--- src/rtl/alu_scheduler_if.sv ---
// alu_scheduler_if: request, alu and response channels of the shared-alu scheduler
interface alu_scheduler_if;
    logic       req0_valid, req0_ready, req1_valid, req1_ready;
    logic [3:0] req0_A, req0_B, req1_A, req1_B;
    logic [1:0] req0_op, req1_op;
    logic [3:0] alu_A, alu_B;
    logic [1:0] alu_Select;
    logic       alu_Init, alu_Cout, alu_Done;
    logic [7:0] alu_Sal;
    logic       rsp_valid, rsp_ready, rsp_id, rsp_cout, rsp_err, busy;
    logic [7:0] rsp_data;
    modport master (
        output req0_valid, req0_A, req0_B, req0_op, req1_valid, req1_A, req1_B, req1_op,
        output alu_Sal, alu_Cout, alu_Done, rsp_ready,
        input  req0_ready, req1_ready, alu_A, alu_B, alu_Select, alu_Init,
        input  rsp_valid, rsp_id, rsp_data, rsp_cout, rsp_err, busy
    );
    modport slave (
        input  req0_valid, req0_A, req0_B, req0_op, req1_valid, req1_A, req1_B, req1_op,
        input  alu_Sal, alu_Cout, alu_Done, rsp_ready,
        output req0_ready, req1_ready, alu_A, alu_B, alu_Select, alu_Init,
        output rsp_valid, rsp_id, rsp_data, rsp_cout, rsp_err, busy
    );
endinterface

--- src/rtl/alu_scheduler.sv ---
// alu_scheduler: round-robin sequencer sharing one alu between two requesters
module alu_scheduler #(
    parameter int MUL_TIMEOUT = 16,
    parameter int CNT_W = 5
) (
    input logic Clk,
    input logic Rst,
    alu_scheduler_if.slave bus
);
    typedef enum logic [2:0] {IDLE, EXEC, MUL_INIT, MUL_WAIT, RESP} state_t;
    state_t state;
    logic rr_ptr, g0, g1;
    logic [CNT_W-1:0] cnt;
    logic [3:0] a, b;
    logic [1:0] op;
    assign g0 = bus.req0_valid && (!bus.req1_valid || !rr_ptr);
    assign g1 = bus.req1_valid && (!bus.req0_valid || rr_ptr);
    assign bus.req0_ready = state == IDLE && g0;
    assign bus.req1_ready = state == IDLE && g1;
    assign bus.rsp_valid = state == RESP;
    assign bus.busy = state != IDLE;
    assign a = g1 ? bus.req1_A : bus.req0_A;
    assign b = g1 ? bus.req1_B : bus.req0_B;
    assign op = g1 ? bus.req1_op : bus.req0_op;
    always_ff @(posedge Clk) begin
        if (Rst) begin
            state <= IDLE;
            rr_ptr <= 1'b0;
            cnt <= '0;
            bus.alu_A <= '0;
            bus.alu_B <= '0;
            bus.alu_Select <= '0;
            bus.alu_Init <= 1'b0;
            bus.rsp_id <= 1'b0;
            bus.rsp_data <= '0;
            bus.rsp_cout <= 1'b0;
            bus.rsp_err <= 1'b0;
        end else begin
            bus.alu_Init <= 1'b0;
            case (state)
                IDLE: if (g0 || g1) begin
                    bus.alu_A <= a;
                    bus.alu_B <= b;
                    bus.alu_Select <= op;
                    bus.alu_Init <= op == 2'd2;
                    bus.rsp_id <= g1;
                    bus.rsp_data <= '0;
                    bus.rsp_cout <= 1'b0;
                    bus.rsp_err <= op == 2'd3;
                    state <= op == 2'd3 ? RESP : op[1] ? MUL_INIT : EXEC;
                end
                EXEC: begin
                    bus.rsp_data <= bus.alu_Sal;
                    bus.rsp_cout <= bus.alu_Cout;
                    bus.rsp_err <= 1'b0;
                    state <= RESP;
                end
                MUL_INIT: begin
                    cnt <= '0;
                    state <= MUL_WAIT;
                end
                MUL_WAIT: begin
                    cnt <= cnt + 1'b1;
                    // the first wait cycle ignores done so a stale pulse cannot complete the op
                    if (cnt != '0 && bus.alu_Done) begin
                        bus.rsp_data <= bus.alu_Sal;
                        bus.rsp_cout <= 1'b0;
                        bus.rsp_err <= 1'b0;
                        state <= RESP;
                    end else if (cnt == CNT_W'(MUL_TIMEOUT - 1)) begin
                        bus.rsp_data <= '0;
                        bus.rsp_cout <= 1'b0;
                        bus.rsp_err <= 1'b1;
                        state <= RESP;
                    end
                end
                RESP: if (bus.rsp_ready) begin
                    rr_ptr <= ~bus.rsp_id;
                    state <= IDLE;
                end
                default: state <= IDLE;
            endcase
        end
    end
endmodule

--- src/flat_wrapper.sv ---
// flat-port wrapper written by rule: the top's interface ports become plain ports
module alu_scheduler_flat 
#(
    parameter int MUL_TIMEOUT = 16,
    parameter int CNT_W = 5
)
  (Clk, Rst, bus_req0_valid, bus_req0_A, bus_req0_B, bus_req0_op, bus_req1_valid, bus_req1_A, bus_req1_B, bus_req1_op, bus_alu_Sal, bus_alu_Cout, bus_alu_Done, bus_rsp_ready, bus_req0_ready, bus_req1_ready, bus_alu_A, bus_alu_B, bus_alu_Select, bus_alu_Init, bus_rsp_valid, bus_rsp_id, bus_rsp_data, bus_rsp_cout, bus_rsp_err, bus_busy);
  alu_scheduler_if bus_i ();
  input logic Clk;
  input logic Rst;
  input wire logic [$bits(bus_i.req0_valid)-1:0] bus_req0_valid;
  input wire logic [$bits(bus_i.req0_A)-1:0] bus_req0_A;
  input wire logic [$bits(bus_i.req0_B)-1:0] bus_req0_B;
  input wire logic [$bits(bus_i.req0_op)-1:0] bus_req0_op;
  input wire logic [$bits(bus_i.req1_valid)-1:0] bus_req1_valid;
  input wire logic [$bits(bus_i.req1_A)-1:0] bus_req1_A;
  input wire logic [$bits(bus_i.req1_B)-1:0] bus_req1_B;
  input wire logic [$bits(bus_i.req1_op)-1:0] bus_req1_op;
  input wire logic [$bits(bus_i.alu_Sal)-1:0] bus_alu_Sal;
  input wire logic [$bits(bus_i.alu_Cout)-1:0] bus_alu_Cout;
  input wire logic [$bits(bus_i.alu_Done)-1:0] bus_alu_Done;
  input wire logic [$bits(bus_i.rsp_ready)-1:0] bus_rsp_ready;
  output wire logic [$bits(bus_i.req0_ready)-1:0] bus_req0_ready;
  output wire logic [$bits(bus_i.req1_ready)-1:0] bus_req1_ready;
  output wire logic [$bits(bus_i.alu_A)-1:0] bus_alu_A;
  output wire logic [$bits(bus_i.alu_B)-1:0] bus_alu_B;
  output wire logic [$bits(bus_i.alu_Select)-1:0] bus_alu_Select;
  output wire logic [$bits(bus_i.alu_Init)-1:0] bus_alu_Init;
  output wire logic [$bits(bus_i.rsp_valid)-1:0] bus_rsp_valid;
  output wire logic [$bits(bus_i.rsp_id)-1:0] bus_rsp_id;
  output wire logic [$bits(bus_i.rsp_data)-1:0] bus_rsp_data;
  output wire logic [$bits(bus_i.rsp_cout)-1:0] bus_rsp_cout;
  output wire logic [$bits(bus_i.rsp_err)-1:0] bus_rsp_err;
  output wire logic [$bits(bus_i.busy)-1:0] bus_busy;
  assign bus_i.req0_valid = bus_req0_valid;
  assign bus_i.req0_A = bus_req0_A;
  assign bus_i.req0_B = bus_req0_B;
  assign bus_i.req0_op = bus_req0_op;
  assign bus_i.req1_valid = bus_req1_valid;
  assign bus_i.req1_A = bus_req1_A;
  assign bus_i.req1_B = bus_req1_B;
  assign bus_i.req1_op = bus_req1_op;
  assign bus_i.alu_Sal = bus_alu_Sal;
  assign bus_i.alu_Cout = bus_alu_Cout;
  assign bus_i.alu_Done = bus_alu_Done;
  assign bus_i.rsp_ready = bus_rsp_ready;
  assign bus_req0_ready = bus_i.req0_ready;
  assign bus_req1_ready = bus_i.req1_ready;
  assign bus_alu_A = bus_i.alu_A;
  assign bus_alu_B = bus_i.alu_B;
  assign bus_alu_Select = bus_i.alu_Select;
  assign bus_alu_Init = bus_i.alu_Init;
  assign bus_rsp_valid = bus_i.rsp_valid;
  assign bus_rsp_id = bus_i.rsp_id;
  assign bus_rsp_data = bus_i.rsp_data;
  assign bus_rsp_cout = bus_i.rsp_cout;
  assign bus_rsp_err = bus_i.rsp_err;
  assign bus_busy = bus_i.busy;
  alu_scheduler #(.MUL_TIMEOUT(MUL_TIMEOUT), .CNT_W(CNT_W)) u_core (.Clk(Clk), .Rst(Rst), .bus(bus_i));
endmodule
--- config.mk ---
export PLATFORM = sky130hd
export DESIGN_NAME = alu_scheduler_flat
export DESIGN_NICKNAME = d
export VERILOG_FILES = /design/src/rtl/alu_scheduler_if.sv /design/src/rtl/alu_scheduler.sv /design/src/flat_wrapper.sv
export SDC_FILE = /design/constraint.sdc
export NUM_CORES = 1
export LEC_CHECK = 0
export ABC_AREA = 0
export CORE_MARGIN = 2
export CORE_UTILIZATION = 35
export DETAILED_ROUTE_END_ITERATION = 12
export HOLD_SLACK_MARGIN = 0.05
export PLACE_DENSITY = 0.76
export SETUP_SLACK_MARGIN = 0.2
export SLEW_MARGIN = 20
export SYNTH_ARGS = -nofsm -noshare
export SYNTH_HDL_FRONTEND = slang
export SYNTH_SLANG_ARGS = --single-unit
--- constraint.sdc ---
create_clock -name Clk -period 5.33 [get_ports Clk]
set_input_delay 1.066 -clock Clk [delete_from_list [all_inputs] [get_ports Clk]]
set_output_delay 1.066 -clock Clk [all_outputs]
set_load 0.03 [all_outputs]
Word-level counts from Yosys, hierarchy flattened
Cells that the tools add are included.
Storage, ports and cells
  output and inout bits: 26
  word-level logic and storage cells: 69
  input bits: 35
  register bits after elaboration: 31
Cells by class
  bitwise gates (word level): 3
  reduce and logical (&&, ||, !) cells: 21
  multiplexer cells: 23
  add/subtract/negate cells: 1
  equality and inequality tests: 10
Operator list (count)
  2-to-1 mux 8 bit: 3
  one-hot mux 8 bit (3 select lines): 1
  2-to-1 mux 3 bit: 5
  one-hot mux 3 bit (5 select lines): 1
  one-hot mux 5 bit (2 select lines): 1
  2-to-1 mux 4 bit: 2
  equality test 3 x 2 -> 1 bit, second input constant: 2
  2-to-1 mux 1 bit: 6
  one-hot mux 1 bit (3 select lines): 2
  AND reduction 3 bit: 2
  nonzero test 3 bit: 2
  adder 5 x 1 -> 5 bit, second input constant: 1
  equality test 5 x 4 -> 1 bit, second input constant: 1
  logical AND 1 bit: 5
  nonzero test 5 bit: 1
  equality test 2 bit, second input constant: 2
  2-to-1 mux 2 bit: 2
  inequality test 2 bit, second input constant: 2
  AND reduction 2 bit: 2
  equality test 3 x 1 -> 1 bit, second input constant: 1
  equality test 3 bit, second input constant: 1
  logical NOT 1 bit: 3
  logical NOT 3 bit: 1
  logical OR 1 bit: 3
  other kinds (4): 6

Longest topological paths before layout
Gate-level depths: netlist (run 1).
  depth after elaboration: 8
  gate-level depth with buffers: 8
  mapped depth without buffers: 7

Worst setup path before layout (run 1)
OpenSTA, ideal clock, no wires.
  path kind: input-to-output
  from: input port bus_req1_valid
  to: output port bus_req1_ready
  path buffers: 2
  slack: 2.329 ns
  arrival: 1.935 ns
  stages on the path: 4
  data required time: 4.264 ns
  cells stage by stage: buf_2 nand2_1 clkbuf_1 nor2_1
On the way
  word-level cells in the longest chain between the ends: 2
RTL lines
  start: declaration: RTL line flat_wrapper.sv:15  | input wire logic [$bits(bus_i.req1_valid)-1:0] bus_req1_valid;
  logical AND 1 bit: RTL line alu_scheduler.sv:17  | assign g1 = bus.req1_valid && (!bus.req0_valid || rr_ptr);
  logical AND 1 bit: RTL line alu_scheduler.sv:19  | assign bus.req1_ready = state == IDLE && g1;
  end: declaration: RTL line flat_wrapper.sv:24  | output wire logic [$bits(bus_i.req1_ready)-1:0] bus_req1_ready;
No other way between the ends.

Worst setup path in the final report (run 1)
Same ends and word-level chain as after synthesis.

==> results of run 1 <==
-- layout by cell type, fill, tap and decap left out, types with 2 or more instances in the layout --
| cell | count |
|---|---|
| nor3b_1 | 2 |
| o21ai_0 | 3 |
| a32o_2 | 8 |
| nor3_1 | 3 |
| nor2_1 | 22 |
| clkdlybuf4s50_1 | 60 |
| a21oi_1 | 13 |
| nand2b_1 | 4 |
| clkbuf_8 | 7 |
| nor2b_1 | 3 |
| a311oi_1 | 10 |
| and3_1 | 3 |
| inv_1 | 9 |
| dfxtp_1 | 31 |
| nand3_1 | 12 |
| a211o_1 | 2 |
| ha_1 | 3 |
| nand2_1 | 18 |
-- layer usage --
layer,part of all wire (%),track usage [%],up-vias
li1,-,-,761
met1,46,20.5,675
met2,44,24.6,68
met3,8.8,5.19,7
met4,1.2,7.05,0
met5,0,0,-
-- cell type report --
class	instances	area, um^2	area share (%)
clock buffer	8	100	4.50
inverter	9	33.8	1.52
multi-input combinational	127	806	36.2
sequential	31	621	27.9
tap	52	65.1	2.92
timing repair buffer	60	601	27.0
-- worst min path at each step --
| stage | start | to | slack [ns] | cells past startpoint |
|---|---|---|---|---|
| 6_report | u_core.bus.rsp_err | u_core.bus.rsp_err | 0.47 | 2 |
| 5_1_grt | u_core.bus.rsp_err | u_core.bus.rsp_err | 0.50 | 2 |
| 4_1_cts | u_core.bus.rsp_err | u_core.bus.rsp_err | 0.48 | 2 |
| 3_5_place_dp | u_core.bus.rsp_err | u_core.bus.rsp_err | 0.47 | 2 |
| 3_3_place_gp | u_core.bus.rsp_err | u_core.bus.rsp_err | 0.46 | 2 |
| 2_1_floorplan | u_core.cnt[1] | u_core.cnt[1] | 0.46 | 2 |
-- synthesized netlist by cell type (3+ instances only) --
| cell | n |
|---|---|
| buf_2 | 4 |
| dfxtp_1 | 31 |
| clkbuf_1 | 5 |
| o21ai_0 | 3 |
| a21oi_1 | 13 |
| inv_1 | 9 |
| nand2b_1 | 4 |
| ha_1 | 3 |
| nand2_1 | 18 |
| nor2b_1 | 3 |
| nor2_1 | 22 |
| nand3_1 | 12 |
| a311oi_1 | 10 |
| a32o_2 | 8 |
| and3_1 | 3 |
| nor3_1 | 3 |
-- stage by stage --
| step | total power [W] | instance area (um^2) | util (%) | hold slack (ns) | setup WS (ns) |
|---|---|---|---|---|---|
| global route | 0.000746 | 2230 | 51.8 | 0.503 | 0.914 |
| floorplan | 0.000426 | 1530 | - | 0.462 | 2.33 |
| global placement | 0.000511 | 2130 | 49.5 | 0.460 | 1.13 |
| finish | 0.000711 | 2230 | 51.8 | 0.473 | 1.06 |
| detailed placement | 0.000513 | 2130 | 49.5 | 0.466 | 1.11 |
| CTS | 0.000717 | 2230 | 51.8 | 0.477 | 1.11 |
-- where the power goes --
part           switching, W  total [W]  internal (W)
Clock             0.0000857   0.000203      0.000118
Combinational      0.000128   0.000231      0.000103
Sequential        0.0000201   0.000277      0.000257
-- cells by family (layout without fill, tap and decap cells) --
group                    Yosys count  count (layout)  share of synthesized area, %
AO/OA/AOI/OAI                     46              46                          24.8
flip-flops                        31              31                          40.6
buffers and inverters             21              77                          6.71
AND/OR/NAND/NOR                   78              78                          25.5
adder cells (fa/ha/maj)            3               3                          2.46
-- critical path: stages --
cell and delay, ns:
clkdlybuf4s50_1 0.82, nand2_1 0.44, nor2_1 0.19, clkdlybuf4s50_1 0.69
-- flip-flops by register name, indices dropped and copies added (netlist names), 2 cells and up --
| name | count |
|---|---|
| u_core.bus.alu_A | 4 |
| u_core.bus.alu_B | 4 |
| u_core.bus.rsp_data | 8 |
| u_core.state | 3 |
| u_core.bus.alu_Select | 2 |
| u_core.cnt | 5 |
==> run_results.csv, run 1 <==
group,metric,value,unit
timing,rsz0062_at_grt,"no",
die,io_pins,61,
yosys,ys_ff_latch,31,
critical_path,crit_required,4.26,ns
critical_path,r2r_slack,3.33,ns
cts,cts_max_level,2,
detailed_routing,drt_iter0_drc,105,
critical_path,critPathKind,"in2out",
placement,portBuffers,60,
timing,fmax,234,MHz
critical_path,r2r-start,"u_core.state[2]",
placement,dp.final_hpwl,2740,um
timing,period_share,80.2,%
detailed_routing,drt-pass1-iter-count,4,
yosys,synth_ff_type,"dfxtp_1",
yosys,synth_cell_types,42,
placement,dp.cells,279,
timing,finalCriticalPeriod,4.27,ns
yosys,seq_area_frac_synth,40.6,%
die,die_w,70.1,um
run_status,status,"finished, final reports clean",
yosys,yosysWarnings,0,
cells_and_area,fin_cells,287,
power,peakVddDrop,0.179,mV
yosys,yosysTopAreaCellShare,40.6,%
global_route,grt_pass1_vias,1435,
cells_and_area,n_fill_cell,449,
timing,relSlewSlack,41.7,%
detailed_routing,drc,0,
yosys,synth_area_leader_cell,"dfxtp_1",
critical_path,crit_arrival,3.21,ns
timing,setup_viol,0,
global_route,track_usage,16.0,%
yosys,synth_area,0.00153,mm^2
detailed_routing,wl_per_cell,13.4,um
critical_path,critPathCapture,"bus_req1_ready",
timing,slew_violations,0,
timing,fin_skew,0.00367,ns
cts,clock_latency,0.28,ns
cts,tritoncts,"done",
cts,cts_setup_buffers,0,
detailed_routing,vias,1511,
cells_and_area,drive_gt1_share,9.79,%
cells_and_area,nNetsFinal,272,
cts,cts_buffers,5,
cts,cts_resized,0,
global_route,grt_pass1_wl,6310,um
worst_hold_path,hold_path.class,"reg2reg",
yosys,yosys-top-cells-area,"dfxtp_1, a32o_2, a311oi_1",
cts,cts.clk_slew.worst_paths,0.07,ns
critical_path,startpoint,"bus_req1_valid",
timing,tightest_slew,0.872,ns
die,die_h,70.1,um
die,initial_utilization,35.6,%
cts,clock_sinks,31,
die,rows,24,
cells_and_area,area_growth,45.6,%
timing,timing.setup.tns,0,ns
yosys,synth-edff-count,0,
cts,cts.path.max_buffers,2,
critical_path,cp_max_fo,17,
power,p_per_area,320,mW/mm^2
detailed_routing,antenna_left,0,
critical_path,reg2reg_depth,5,
detailed_routing,routed_via_density,5.26,
job,cap_violations,0,
critical_path,startpoint_type,"primary input",
die,dieArea,0.00491,mm^2
timing,hold_violations,0,
global_route,antenna_found_initial,0,
cts,root_buffer,"clkbuf_8",
yosys,syn_avg_cell_area,8.54,um^2
cts,hold_buffers,0,
placement,gp_congestion,0.793,
cells_and_area,num_antenna_cells,0,
yosys,netlist_instances,179,
die,core,0.00429,mm^2
critical_path,worst_setup_path_end_kind,"output pin",
global_route,grt_max_degree,24,
critical_path,reg2reg_to,"u_core.bus.alu_A[0]",
global_route,grt.overflow.total,0,
detailed_routing,wl,3850,um
power,leakage,0.898,nW
yosys,async_reset_ff_share,0,%
yosys,syn-num-nets,217,
No activity file was read; power rests on OpenSTA's default activity.
==> inputs of run 2 (changes only) <==
==> constraint.sdc (replaced) <==
create_clock -name Clk -period 4.2 [get_ports Clk]
set_input_delay 0.84 -clock Clk [delete_from_list [all_inputs] [get_ports Clk]]
set_output_delay 0.84 -clock Clk [all_outputs]
set_load 0.03 [all_outputs]
==> run 2 against run 1 <==
  * Worst hold slack worse by 0.0031 ns
  * Power is 33% higher
  * Critical endpoint unchanged
  * Critical path depth up 1
  * Wire length is 2.6% lower
  * Clock-buffer cell count decreased by 2
  * Highest routed layer unchanged
  * Sequential share of layout area is 0.49 points lower
  * Final area is 1.8% higher
  * Worst setup slack worse by 0.25 ns
  * First-iteration DRC count decreased by 55%
==> run_results.csv, run 2 (same netlist as run 1, synthesis figures left out) <==
group,metric,value,unit
critical_path,worstPathCellList,"clkdlybuf4s50_1, nand2b_1, nand2_1, nor2_1, clkdlybuf4s50_1",
detailed_routing,wl,3750,um
detailed_routing,wl_met1,1700,um
global_route,track_usage,16.3,%
placement,dp.final_hpwl,2710,um
cts,cts_setup_buffers,0,
cells_and_area,reg_top3,"u_core.bus.rsp_data: 8 flops, u_core.cnt: 5 flops",
detailed_routing,drc,0,
cells_and_area,largest_register_ffs,8,
critical_path,r2r-start,"u_core.state[2]",
die,dieArea,0.00491,mm^2
critical_path,cp_top_family,"buffers and inverters",
die,rows,24,
job,cap_violations,0,
detailed_routing,antenna_left,0,
die,die_h,70.1,um
timing,setup_viol,0,
cells_and_area,multiInputGateArea,806,um^2
critical_path,critPathKind,"in2out",
die,die_w,70.1,um
timing,rsz0062_at_grt,"no",
cells_and_area,n_fill_cell,438,
run_status,status,"finished, final reports clean",
detailed_routing,drt-pass1-iter-count,4,
cells_and_area,regArea,621,um^2
critical_path,slowest_stage,"clkdlybuf4s50_1",
placement,place_area,0.00215,mm^2
timing,tightest_slew,0.781,ns
worst_hold_path,min_from,"u_core.bus.rsp_err",
detailed_routing,wl_met2,1700,um
cts,clock_sinks,31,
critical_path,crit_arrival,2.56,ns
cts,tritoncts,"done",
cts,root_buffer,"clkbuf_8",
cells_and_area,area_growth,48.2,%
cts,hold_buffers,0,
timing,finalCriticalPeriod,3.40,ns
cells_and_area,mostFrequentLayoutCells,"clkdlybuf4s50_1, dfxtp_1, nor2_1",
detailed_routing,routed_via_density,5.21,
global_route,grt_pass1_vias,1386,
critical_path,worst_setup_path_end_kind,"output pin",
cells_and_area,nNetsFinal,275,
detailed_routing,top_layer,"met4",
cells_and_area,num_antenna_cells,0,
timing,period_share,80.9,%
critical_path,cp_max_fo,13,
cts,cts.clk_slew.worst_paths,0.06,ns
die,io_pins,61,
detailed_routing,wl_met3,324,um
placement,portBuffers,60,
critical_path,crit_required,3.36,ns
cts,cts_buffers,5,
cts,cts_max_level,2,
detailed_routing,drt_iter0_drc,47,
cts,cts.path.max_buffers,2,
critical_path,worst-path-buf-inv,2,
timing,relSlewSlack,47.9,%
cts,clock_latency,0.28,ns
cells_and_area,fin_area,0.00227,mm^2
cells_and_area,top_register,"u_core.bus.rsp_data",
timing,hold_violations,0,
global_route,grt_pass1_wl,6410,um
global_route,grt.overflow.total,0,
critical_path,critPathMaxStageDelay,0.67,ns
timing,fin_skew,0.00760,ns
critical_path,worst_path_most_repeated_cell,"clkdlybuf4s50_1",
power,leakage,0.922,nW
timing,fmax,294,MHz
detailed_routing,vias,1510,
placement,gp_congestion,0.768,
cells_and_area,drive_gt1_share,11.3,%
critical_path,startpoint_type,"primary input",
cells_and_area,final_common_cell,"clkdlybuf4s50_1",
timing,timing.setup.tns,0,ns
timing,slew_violations,0,
die,initial_utilization,35.6,%
cts,cts_resized,0,
global_route,grt_max_degree,24,
global_route,antenna_found_initial,0,
power,p_per_area,418,mW/mm^2
detailed_routing,wl_per_cell,12.9,um
worst_hold_path,hold_path.class,"reg2reg",
critical_path,startpoint,"bus_req0_valid",
die,core,0.00429,mm^2
power,peakVddDrop,0.229,mV
run 2: worst paths after layout:
path	endpoint	slack, ns	cells past startpoint
min	u_core.bus.rsp_err	0.47	2
min reg2reg	u_core.bus.rsp_err	0.47	2
max reg2reg	u_core.bus.alu_B[1]	2.26	5
max	bus_req1_ready	0.80	5
run 2: power breakdown:
group          internal, W  switching, W
logic             0.000132      0.000161
registers         0.000326     0.0000249
clock network     0.000192      0.000112
total             0.000650      0.000298
run 2: layout make-up:
type                    count  area share [%]
flip-flops and latches     31            27.4
repair buffers             63            27.5
well taps                  52            2.87
inverters                   9            1.49
clock inverters             2            1.55
multi-input cells         127            35.6
clock buffers               6            3.64
run 2: worst min-delay path, cell delays in order (launching register included):
cell	delay [ns]
dfxtp_1	0.31
inv_1	0.05
a221oi_1	0.06
run 2: metrics by stage:
step / hold slack, ns / instances / power, W / worst slack, ns / utilization [%]
2_1_floorplan: 0.462 / 179 / 0.000540 / 1.65 / -
3_3_place_gp: 0.459 / 282 / 0.000651 / 0.813 / 50.0
3_5_place_dp: 0.463 / 282 / 0.000652 / 0.792 / 50.0
4_1_cts: 0.474 / 290 / 0.000960 / 0.790 / 52.8
5_1_grt: 0.511 / 290 / 0.00100 / 0.641 / 52.8
6_report: 0.470 / 290 / 0.000948 / 0.802 / 52.8
run 2: metal layers:
layer | up-vias | GRT usage, %
li1 | 769 | -
met1 | 674 | 21.5
met2 | 63 | 25.3
met3 | 4 | 5.92
met4 | 0 | 4.49
met5 | - | 0
==> inputs of run 3 (changes only) <==
==> constraint.sdc (replaced) <==
create_clock -name Clk -period 3.5 [get_ports Clk]
set_input_delay 0.7 -clock Clk [delete_from_list [all_inputs] [get_ports Clk]]
set_output_delay 0.7 -clock Clk [all_outputs]
set_load 0.03 [all_outputs]
==> run 3 against run 2 <==
  * Cell count grew 0.69%
  * Sequential power grew 20%
  * Die area is the same
  * Utilization shrank 0.50 points
  * Critical path type unchanged
  * Final area shrank 0.94%
  * Flip-flop and latch count is the same
  * Sequential share of layout area grew 0.26 points
  * Critical endpoint is now bus_req0_ready
  * Register-to-register slack lost 0.65 ns
==> run_results.csv, run 3 (same netlist as run 1, synthesis figures left out) <==
group,metric,value,unit
power,p_int,0.000694,W
timing,tightest_slew,0.627,ns
detailed_routing,antenna_left,0,
cts,cts_buffers,5,
global_route,antenna_found_initial,0,
timing,period_share,85.2,%
die,die_h,70.1,um
placement,portBuffers,60,
cts,clock_sinks,31,
cts,cts_max_level,2,
power,power.total,0.00105,W
global_route,track_usage,16.3,%
cts,root_buffer,"clkbuf_8",
critical_path,critPathKind,"in2out",
cells_and_area,fin_cells,292,
timing,timing.setup.tns,0,ns
power,p_clk_share,25.6,%
run_status,status,"finished, final reports clean",
detailed_routing,drc,0,
timing,fmax,335,MHz
timing,hold_violations,0,
critical_path,crit_arrival,2.28,ns
placement,dp.cells,284,
critical_path,crit_required,2.80,ns
cells_and_area,reg_top3,"u_core.bus.rsp_data: 8 flops, u_core.cnt: 5 flops",
detailed_routing,wl_per_cell,13.3,um
global_route,grt.overflow.total,0,
die,die_w,70.1,um
detailed_routing,vias,1515,
timing,setup_viol,0,
power,p_sw_share,34.0,%
global_route,grt_pass1_wl,6510,um
cells_and_area,area_growth,46.8,%
power,p_sw,0.000357,W
critical_path,cp_max_fo,10,
timing,relSlewSlack,58.2,%
cells_and_area,final_common_cell,"clkdlybuf4s50_1",
detailed_routing,drt_iter0_drc,52,
die,rows,24,
cts,tritoncts,"done",
die,initial_utilization,35.6,%
global_route,grt_pass1_vias,1428,
placement,gp_congestion,0.802,
cts,cts.path.max_buffers,2,
power,p_per_area,468,mW/mm^2
power,pwr-share-comb,34.3,%
cts,cts_resized,0,
detailed_routing,wl,3870,um
cells_and_area,num_antenna_cells,0,
timing,rsz0062_at_grt,"no",
power,seqPwrFrac,40.1,%
power,peakVddDrop,0.246,mV
cts,cts_setup_buffers,0,
cells_and_area,mostFrequentLayoutCells,"clkdlybuf4s50_1, dfxtp_1, nor2_1",
cts,hold_buffers,0,
timing,fin_skew,0.00363,ns
cells_and_area,nNetsFinal,277,
job,cap_violations,0,
cells_and_area,largest_register_ffs,8,
cts,clock_latency,0.28,ns
die,io_pins,61,
timing,layout_setup_ws,0.518,ns
critical_path,worst_setup_path_end_kind,"output pin",
timing,finalCriticalPeriod,2.98,ns
die,core,0.00429,mm^2
global_route,grt_max_degree,24,
worst_hold_path,hold_path.class,"reg2reg",
placement,preCtsSetupSlack,0.528,ns
placement,dp.final_hpwl,2840,um
critical_path,startpoint_type,"primary input",
die,dieArea,0.00491,mm^2
cells_and_area,top_register,"u_core.bus.rsp_data",
cts,cts.clk_slew.worst_paths,0.06,ns
power,leakage,0.913,nW
detailed_routing,routed_via_density,5.19,
timing,slew_violations,0,
detailed_routing,drt-pass1-iter-count,4,
cells_and_area,drive_gt1_share,11.3,%
[run 3: cell type report]
| class | count | area [um^2] |
|---|---|---|
| fill | 448 | 2050 |
| multi-input combinational | 127 | 806 |
| timing repair buffer | 65 | 638 |
| sequential | 31 | 621 |
| clock buffer | 7 | 76.3 |
| tap | 52 | 65.1 |
| inverter | 9 | 33.8 |
| clock inverter | 1 | 5.00 |
[run 3: worst max-delay path, cell delays in order]
cell and delay [ns]:
clkdlybuf4s50_1 0.59, nand2_1 0.14, and3_1 0.18, clkdlybuf4s50_1 0.67
[run 3: per-layer routing]
layer,share of wire (%),vias to the layer above,track usage (%)
met2,46,55,26.1
met5,0,-,0
met1,46,690,21.1
li1,-,766,-
met4,1.1,0,5.13
met3,7.2,4,4.91
[run 3: per-stage QoR]
stage	util (%)	hold WS, ns	instance area, um^2
after floorplan	-	0.462	1530
after global placement	50.4	0.460	2160
after detailed placement	50.4	0.458	2160
after CTS	52.3	0.468	2240
after global routing	52.3	0.502	2240
final	52.3	0.461	2240
[run 3: final timing paths]
kind                                          from                  end  slack (ns)  depth (start not counted)
worst max-delay path                bus_req1_valid       bus_req0_ready        0.52                          4
worst min-delay path            u_core.bus.rsp_err   u_core.bus.rsp_err        0.46                          2
worst max register to register     u_core.state[2]  u_core.bus.alu_A[2]        1.61                          6
worst min register to register  u_core.bus.rsp_err   u_core.bus.rsp_err        0.46                          2
[run 3: power by group through the flow]
stage	Sequential [W]	Clock, W	Combinational [W]
finish	0.000421	0.000269	0.000360
global placement	0.000428	0	0.000359
floorplan	0.000482	0	0.000166
detailed placement	0.000429	0	0.000361
CTS	0.000421	0.000285	0.000363
global route	0.000428	0.000298	0.000389
